$ cat config.mk
export PLATFORM = sky130hd
export DESIGN_NAME = i2s_rx_deserializer
export DESIGN_NICKNAME = d
export VERILOG_FILES = /design/src/rtl/i2s_pkg.sv /design/src/rtl/i2s_sync_edge.sv /design/src/rtl/i2s_rx_deserializer.sv
export SDC_FILE = /design/constraint.sdc
export NUM_CORES = 1
export LEC_CHECK = 0
export BUFFER_PORTS_ARGS = -buffer_cell sky130_fd_sc_hd__buf_2
export CAP_MARGIN = 25
export CORE_MARGIN = 3
export CORE_UTILIZATION = 55
export CTS_CLUSTER_SIZE = 30
export DETAILED_ROUTE_END_ITERATION = 8
export HOLD_SLACK_MARGIN = 0.15
export PLACE_DENSITY = 0.78
export SYNTH_ARGS = -nofsm -noshare
export SYNTH_HDL_FRONTEND = slang
export SYNTH_SLANG_ARGS = --single-unit
$ cat constraint.sdc
create_clock -name clk -period 4.12 [get_ports clk]
set_clock_uncertainty 0.15 [all_clocks]
set_input_delay 0.412 -clock clk [delete_from_list [all_inputs] [get_ports clk]]
set_output_delay 0.412 -clock clk [all_outputs]
set_load 0.01 [all_outputs]
$ cat src/rtl/i2s_pkg.sv
// Shared I2S definitions: receiver FSM states and default stream geometry.
package i2s_pkg;

   localparam int I2S_DATA_W      = 24;
   localparam int I2S_SAMPLE_RATE = 48000;

   typedef enum logic [1:0] {
      WAIT_SYNC = 2'd0,
      SHIFT     = 2'd1,
      HOLD      = 2'd2
   } i2s_state_t;

endpackage

$ cat src/rtl/i2s_sync_edge.sv
// Multi-flop synchronizer for one asynchronous line, with a registered copy of
// the synced level so rising and any-change strobes can be derived.
module i2s_sync_edge #(
   parameter int SYNC_STAGES = 2
) (
   input  logic clk,
   input  logic rst_n,
   input  logic din,
   output logic level,
   output logic rise,
   output logic change
);

   logic [SYNC_STAGES-1:0] chain;
   logic                   prev;

   // Synchronizer chain plus one extra flop holding the previous synced level
   always_ff @(posedge clk or negedge rst_n) begin
      if (!rst_n) begin
         chain <= '0;
         prev  <= 1'b0;
      end else begin
         chain <= {chain[SYNC_STAGES-2:0], din};
         prev  <= chain[SYNC_STAGES-1];
      end
   end

   assign level  = chain[SYNC_STAGES-1];
   assign rise   = level & ~prev;
   assign change = level ^ prev;

endmodule

$ cat src/rtl/i2s_rx_deserializer.sv
// Philips I2S receiver: oversamples BCLK/LRCLK/SD in the system clock domain,
// deserializes MSB-first left/right words and hands out pairs via valid/ready.
module i2s_rx_deserializer
   import i2s_pkg::*;
#(
   parameter int DATA_W      = I2S_DATA_W,
   parameter int SYNC_STAGES = 2
) (
   input  logic                     clk,
   input  logic                     rst_n,
   input  logic                     i2s_bclk,
   input  logic                     i2s_lrclk,
   input  logic                     i2s_sd,
   output logic signed [DATA_W-1:0] left_data,
   output logic signed [DATA_W-1:0] right_data,
   output logic                     sample_valid,
   input  logic                     sample_ready,
   output logic                     overrun
);

   localparam int               CNT_W = $clog2(DATA_W + 1);
   localparam logic [CNT_W-1:0] FULL  = CNT_W'(DATA_W);

   // Word received with fewer than DATA_W bits sits right-aligned in the
   // shift register; move it to the top and zero-fill below.
   function automatic logic [DATA_W-1:0] justify(input logic [DATA_W-1:0] word,
                                                 input logic [CNT_W-1:0]  nbits);
      logic [CNT_W-1:0] pad;
      pad = FULL - nbits;
      return word << pad;
   endfunction

   logic bclk_rise;
   logic unused_bclk_level, unused_bclk_change;
   logic lr_sync, unused_lr_rise, unused_lr_change;
   logic sd_sync, unused_sd_rise, unused_sd_change;

   i2s_sync_edge #(.SYNC_STAGES(SYNC_STAGES)) u_sync_bclk (
      .clk(clk), .rst_n(rst_n), .din(i2s_bclk),
      .level(unused_bclk_level), .rise(bclk_rise), .change(unused_bclk_change)
   );

   i2s_sync_edge #(.SYNC_STAGES(SYNC_STAGES)) u_sync_lrclk (
      .clk(clk), .rst_n(rst_n), .din(i2s_lrclk),
      .level(lr_sync), .rise(unused_lr_rise), .change(unused_lr_change)
   );

   i2s_sync_edge #(.SYNC_STAGES(SYNC_STAGES)) u_sync_sd (
      .clk(clk), .rst_n(rst_n), .din(i2s_sd),
      .level(sd_sync), .rise(unused_sd_rise), .change(unused_sd_change)
   );

   logic tick_p0, lr_p0, sd_p0;

   // Stage p0: register the bit tick together with the LRCLK/SD levels it samples
   always_ff @(posedge clk or negedge rst_n) begin
      if (!rst_n) begin
         tick_p0 <= 1'b0;
         lr_p0   <= 1'b0;
         sd_p0   <= 1'b0;
      end else begin
         tick_p0 <= bclk_rise;
         lr_p0   <= lr_sync;
         sd_p0   <= sd_sync;
      end
   end

   i2s_state_t                 state;
   logic        [DATA_W-1:0]   shreg;
   logic        [CNT_W-1:0]    cnt;
   logic                       lr_prev;
   logic signed [DATA_W-1:0]   left_latched;
   logic                       have_left;

   logic                       boundary;
   logic                       publish;
   logic                       accept;
   logic        [DATA_W-1:0]   shifted;
   logic        [DATA_W-1:0]   commit_word;

   assign boundary = tick_p0 && (lr_p0 != lr_prev);
   assign shifted  = {shreg[DATA_W-2:0], sd_p0};
   assign publish  = boundary && !lr_p0 && have_left && (state != WAIT_SYNC);
   assign accept   = sample_valid && sample_ready;

   // Word being committed on a boundary tick: the LSB slot bit still counts
   // unless the word already overflowed into HOLD.
   always_comb begin
      commit_word = '0;
      if (state == HOLD) begin
         commit_word = justify(shreg, FULL);
      end else if (cnt < FULL) begin
         commit_word = justify(shifted, cnt + CNT_W'(1));
      end else begin
         commit_word = justify(shreg, cnt);
      end
   end

   // Stage p1: framing FSM, shift register, bit counter and left-word latch
   always_ff @(posedge clk or negedge rst_n) begin
      if (!rst_n) begin
         state        <= WAIT_SYNC;
         shreg        <= '0;
         cnt          <= '0;
         lr_prev      <= 1'b0;
         left_latched <= '0;
         have_left    <= 1'b0;
      end else if (tick_p0) begin
         lr_prev <= lr_p0;
         case (state)
            WAIT_SYNC: begin
               if (boundary && !lr_p0) begin
                  state     <= SHIFT;
                  shreg     <= '0;
                  cnt       <= '0;
                  have_left <= 1'b0;
               end
            end
            SHIFT, HOLD: begin
               if (boundary) begin
                  state <= SHIFT;
                  shreg <= '0;
                  cnt   <= '0;
                  if (lr_p0) begin
                     left_latched <= commit_word;
                     have_left    <= 1'b1;
                  end else begin
                     have_left    <= 1'b0;
                  end
               end else if (state == SHIFT) begin
                  shreg <= shifted;
                  cnt   <= cnt + CNT_W'(1);
                  if (cnt + CNT_W'(1) == FULL) begin
                     state <= HOLD;
                  end
               end
            end
            default: state <= WAIT_SYNC;
         endcase
      end
   end

   // Stage p2: output pair register with valid/ready handshake and overrun pulse
   always_ff @(posedge clk or negedge rst_n) begin
      if (!rst_n) begin
         left_data    <= '0;
         right_data   <= '0;
         sample_valid <= 1'b0;
         overrun      <= 1'b0;
      end else begin
         overrun <= 1'b0;
         if (publish) begin
            left_data    <= left_latched;
            right_data   <= commit_word;
            sample_valid <= 1'b1;
            overrun      <= sample_valid && !sample_ready;
         end else if (accept) begin
            sample_valid <= 1'b0;
         end
      end
   end

endmodule

==> results.json, run 1 <==
{
  "final_common_cell": "nand2_1",
  "setup_slack_ns": 0.662,
  "syn_to_final_growth_pct": 13.3,
  "path_class": "register to register",
  "grt_usage_pct": 32.4,
  "synth-seq-cells": 117,
  "avgSynthCellArea_um2": 8.68,
  "syn_area_um2": 7700,
  "wl_per_cell_um": 22.6,
  "finalCritPeriodShare_pct": 83.9,
  "htreeDepth": 4,
  "layout_common_cells": "168 x nand2_1, 116 x dfrtp_1, 74 x nor2_1",
  "antenna_found_initial": 1,
  "period_minus_slack_ns": 3.46,
  "netlist_instances": 888,
  "synth_async_sr_flop_share_pct": 100,
  "finalSetupViolCount": 0,
  "finalWeightedCongestion": 1.07,
  "reg2reg_slack_ns": 0.66,
  "startpoint_type": "register",
  "die_y_um": 124,
  "cap_violations": 0,
  "rows": 42,
  "setup-tns-final_ns": 0,
  "cts_buffers": 17,
  "p_leak_nw": 3.97,
  "dr.pass1.iters": 5,
  "synth_top_cell_by_area": "dfrtp_1",
  "peakVddDrop_v": 0.000459,
  "drt_iter0_drc": 815,
  "die_w_um": 124,
  "r2r_cells": 10,
  "rsz0062_at_grt": "no",
  "dp_hpwl_um": 18000,
  "clk_latency_ns": 0.43,
  "cts_tree": "built",
  "tightest_slew_ns": 0.969,
  "syn-num-nets": 901,
  "postCtsHoldBufs": 5,
  "setup.worst_path.end": "right_data[8]",
  "slowest_delay_ns": 0.61,
  "finalMaxSlewViolations": 0,
  "path_cells": "inv_1 > ha_1 > and4bb_1 > a211oi_4 > or3_1 > buf_4 > nand2_2 > and3_1 > nor4b_1 > a21oi_1",
  "io_buffer_count": 55,
  "status": "complete, no violations",
  "viasPerCell": 6.52,
  "drc_errors": 0,
  "ant_nets": 0,
  "slew-limit-headroom_pct": 34.9,
  "clkSinkCount": 117,
  "dieArea_um2": 15500,
  "fp.coreArea_um2": 13500,
  "cp_data_required_time_ns": 4.25,
  "synth.distinct_cells": 78,
  "r2r-end": "right_data[8]",
  "synth_edf_count": 0,
  "finalHoldViolations": 0,
  "initial_core_util_pct": 57.3,
  "max_freq_ghz": 0.289,
  "synth_top_area_share_pct": 38.0,
  "ctsResizeCount": 0,
  "ys.flop_type": "dfrtp_1",
  "pre_cts_ws_ns": 0.700,
  "drive_gt1_share_pct": 18.0,
  "n_antenna_cell": 0,
  "drt-total-wl_um": 25000,
  "final_util_pct": 64.9,
  "synth_area_leaders": "dfrtp_1 38%, nand2_1 8.2%, mux2i_1 5.2%",
  "min_path_type": "register to register",
  "regToRegStartpoint": "cnt[1]",
  "p_per_area_nw_per_um2": 606,
  "layout.nets": 929,
  "grt_pass1_vias": 6753,
  "end_kind": "register",
  "ctsLongestPathBuffers": 2,
  "startpoint": "cnt[1]",
  "overflow": 0,
  "ys_warn_count": 0,
  "grt_max_degree": 66,
  "vias": 7202,
  "grt_pass1_wl_um": 39500,
  "slowest_stage": "dfrtp_1",
  "post-cts-setup-buffers": 0,
  "yosysSeqAreaShare_pct": 38.0,
  "clkTransAtPathRegs_ns": 0.06,
  "crit_fanout": 16,
  "arrival_ns": 3.58,
  "cts-root-buf": "clkbuf_16",
  "ios": 56
}
==> worst min-delay path by stage <==
| stage | from | end | slack [ns] | depth (start not counted) |
|---|---|---|---|---|
| finish | u_sync_lrclk.chain[0] | u_sync_lrclk.chain[1] | 0.20 | 0 |
| global route | u_sync_sd.chain[0] | u_sync_sd.chain[1] | 0.20 | 0 |
| CTS | u_sync_lrclk.chain[0] | u_sync_lrclk.chain[1] | 0.20 | 0 |
| detailed placement | u_sync_lrclk.chain[0] | u_sync_lrclk.chain[1] | 0.19 | 0 |
| global placement | u_sync_sd.chain[1] | sd_p0 | 0.18 | 0 |
| floorplan | rst_n | cnt[0] | -0.03 | 0 |
==> power by group <==
group | switching, W | internal, W
registers | 0.000133 | 0.00129
clock network | 0.000524 | 0.00106
logic | 0.00148 | 0.000805
==> registers in the layout, summed over array words and instances (netlist names) <==
name,flops
cnt,5
have_left,1
left_data,24
left_latched,24
lr_p0,1
lr_prev,1
overrun,1
right_data,24
sample_valid,1
sd_p0,1
shreg,24
state,2
tick_p0,1
u_sync_bclk.chain,2
u_sync_bclk.prev,1
u_sync_lrclk.chain,2
u_sync_sd.chain,2
==> through the flow <==
stage / hold WS [ns] / power (W) / instance area [um^2] / instances
2_1_floorplan: -0.0336 / 0.00307 / 7700 / 888
3_3_place_gp: 0.182 / 0.00365 / 8050 / 1068
3_5_place_dp: 0.186 / 0.00366 / 8050 / 1068
4_1_cts: 0.198 / 0.00525 / 8730 / 1104
5_1_grt: 0.204 / 0.00554 / 8730 / 1104
6_report: 0.197 / 0.00529 / 8730 / 1104
==> cell usage after synthesis, drive strengths merged, types with 5 or more instances <==
library cell and number:
a211oi 5, a21oi 50, a221oi 5, a22o 22, a31o 5, a31oi 18
and3 9, buf 33, clkbuf 45, dfrtp 117, ha 7, inv 15
mux2 32, mux2i 40, mux4 14, nand2 169, nand2b 11, nand3 17
nor2 75, nor2b 7, nor3 5, o211ai 11, o21ai 69, o22ai 7
o31ai 25, or3 5
==> routing by layer <==
layer	routed length [um]	up-vias	GRT usage [%]	part of all wire (%)
met5	13	-	0	0.052
met4	1130	2	15.2	4.5
met3	2470	100	8.45	9.9
met2	10900	384	47.9	43
met1	10500	3449	44.7	42
li1	-	3267	-	-
==> layout make-up <==
type | instances | area [um^2]
timing repair buffer | 87 | 543
multi-input combinational | 677 | 4350
fill | 1127 | 4720
sequential | 117 | 2930
tap | 176 | 220
inverter | 16 | 60.1
clock inverter | 8 | 148
clock buffer | 23 | 478
==> critical path, delay by kind of cell (launching register included) <==
family,cells,cell delay [ns]
buf+inv,2,0.28
flops,1,0.61
simple gates,5,1.40
fa+ha+maj,1,0.38
compound gates,2,0.47
==> cells by family after synthesis <==
group                    synth area share (%)
AO/OA/AOI/OAI                            22.2
XOR/XNOR                                0.569
adder cells (fa/ha/maj)                  1.14
buffers and inverters                    5.60
flip-flops                               38.0
multiplexers                             14.0
AND/OR/NAND/NOR                          18.5
(Power assumes the default switching activity.)
==> run 2: changes to the inputs <==
clock period = 3.4 ns   (was 4.12 ns; I/O delays follow)
==> run 2 against run 1 <==
  * Routed wire length rose by 3.4%
  * Die area is the same
  * Core utilization is 0.49 points higher
  * Critical path type unchanged
  * First-iteration DRC count up 7.2%
  * Worst hold slack gained 0.0014 ns
  * Clock power rose by 3%
  * Setup slack lost 0.49 ns
  * Fmax up 7.2%
==> results.json, run 2 (synthesis results as in run 1) <==
{
  "startpoint_type": "register",
  "vias": 7355,
  "cts-root-buf": "clkbuf_16",
  "dp_hpwl_um": 18800,
  "layout.nets": 950,
  "r2r_cells": 8,
  "finalMaxSlewViolations": 0,
  "grt_pass1_vias": 6944,
  "min_path_type": "register to register",
  "clkTransAtPathRegs_ns": 0.06,
  "dr.pass1.iters": 8,
  "hold_path_depth": 0,
  "drive_gt1_share_pct": 19.8,
  "end_kind": "register",
  "overflow": 0,
  "fp.coreArea_um2": 13500,
  "die_w_um": 124,
  "tightest_slew_ns": 0.861,
  "place_inst": 1089,
  "grt_max_degree": 63,
  "arrival_ns": 3.34,
  "cts_buffers": 17,
  "finalWeightedCongestion": 1.11,
  "reg2reg_slack_ns": 0.17,
  "regToRegStartpoint": "cnt[0]",
  "ctsLongestPathBuffers": 2,
  "rsz0062_at_grt": "no",
  "crit_fanout": 37,
  "slew-limit-headroom_pct": 42.6,
  "max_freq_ghz": 0.310,
  "clkSinkCount": 117,
  "hold_path_end": "u_sync_lrclk.chain[1]",
  "status": "complete, no violations",
  "drt-total-wl_um": 25800,
  "p_per_area_nw_per_um2": 711,
  "antenna_found_initial": 0,
  "final_common_cell": "nand2_1",
  "finalCritPeriodShare_pct": 94.9,
  "drc_errors": 0,
  "clk_latency_ns": 0.42,
  "hp-start": "u_sync_lrclk.chain[0]",
  "wl_per_cell_um": 23.0,
  "peakVddDrop_v": 0.000535,
  "r2r-end": "right_data[7]",
  "ant_nets": 0,
  "path_class": "register to register",
  "grt_pass1_wl_um": 40600,
  "cp_data_required_time_ns": 3.51,
  "grt_usage_pct": 33.3,
  "n_antenna_cell": 0,
  "finalHoldViolations": 0,
  "syn_to_final_growth_pct": 14.2,
  "cap_violations": 0,
  "period_minus_slack_ns": 3.23,
  "drt_iter0_drc": 874,
  "setup-tns-final_ns": 0,
  "io_buffer_count": 55,
  "die_y_um": 124,
  "viasPerCell": 6.54,
  "rows": 42,
  "htreeDepth": 4,
  "ios": 56,
  "ctsResizeCount": 0,
  "cts_tree": "built",
  "initial_core_util_pct": 57.3,
  "finalSetupViolCount": 0,
  "fillers": 1122,
  "final_cells": 1124,
  "dieArea_um2": 15500,
  "p_leak_nw": 4.03,
  "layout_common_cells": "168 x nand2_1, 116 x dfrtp_1, 74 x nor2_1",
  "post-cts-setup-buffers": 0
}
[run 2: cell count changes in the layout (fill, tap and decap cells not counted), moves of 2 or more]
cell / previous run / this run
buf_4: 27 / 47
clkinv_2: 2 / 7
bufinv_16: 4 / 1
clkbuf_8: 3 / 0
clkinvlp_4: 0 / 2
[run 2: how the worst max path moves through the flow]
| stage | from | end | slack [ns] | cells after the start |
|---|---|---|---|---|
| finish | cnt[0] | right_data[7] | 0.17 | 8 |
| floorplan | cnt[1] | left_latched[15] | 0.29 | 11 |
| CTS | cnt[0] | left_latched[15] | 0.27 | 9 |
| global placement | cnt[0] | right_data[7] | 0.38 | 10 |
| global route | cnt[0] | left_latched[8] | 0.09 | 10 |
| detailed placement | cnt[0] | left_latched[6] | 0.32 | 8 |
[run 2: layout make-up]
class / count / area [um^2] / share of cell area [%]
clock buffer: 19 / 433 / 4.92
sequential: 117 / 2930 / 33.3
timing repair buffer: 108 / 713 / 8.11
tap: 176 / 220 / 2.50
multi-input combinational: 677 / 4350 / 49.5
inverter: 16 / 60.1 / 0.683
clock inverter: 11 / 88.8 / 1.01
[run 2: metal layers]
| metal | GRT usage, % | vias up | share of wire, % |
|---|---|---|---|
| met5 | 0 | - | 0 |
| met4 | 16.6 | 0 | 5.3 |
| met3 | 7.89 | 98 | 10 |
| met2 | 48.5 | 472 | 43 |
| met1 | 46.6 | 3479 | 41 |
| li1 | - | 3306 | - |
[run 2: worst max-delay path, stage by stage (launching register included)]
cell,delay (ns)
dfrtp_2,0.50
inv_2,0.06
ha_1,0.40
buf_4,0.43
nand2_1,0.16
o21ai_1,0.30
o221ai_1,0.32
a211oi_1,0.56
o31ai_1,0.16
[run 2: stage by stage]
| stage | total power [W] | hold WS [ns] | cell area (um^2) | setup WS, ns | utilization (%) |
|---|---|---|---|---|---|
| after floorplan | 0.00372 | -0.106 | 7700 | 0.288 | - |
| after global placement | 0.00457 | 0.182 | 8220 | 0.385 | 61.1 |
| after detailed placement | 0.00456 | 0.188 | 8220 | 0.323 | 61.1 |
| after CTS | 0.00620 | 0.200 | 8790 | 0.271 | 65.4 |
| after global routing | 0.00654 | 0.212 | 8790 | 0.0878 | 65.4 |
| final | 0.00626 | 0.198 | 8790 | 0.173 | 65.4 |
[run 2: what timing repair did]
action / 4_1_cts / 5_1_grt
hold buffers: 5 / 0
endpoints found under the setup margin: 0 / 0
hold endpoints to repair: 66 / 0
[run 2: power breakdown]
| group | internal (W) | switching [W] |
|---|---|---|
| logic | 0.00110 | 0.00183 |
| clock network | 0.000983 | 0.000632 |
| registers | 0.00157 | 0.000142 |
| total | 0.00366 | 0.00260 |
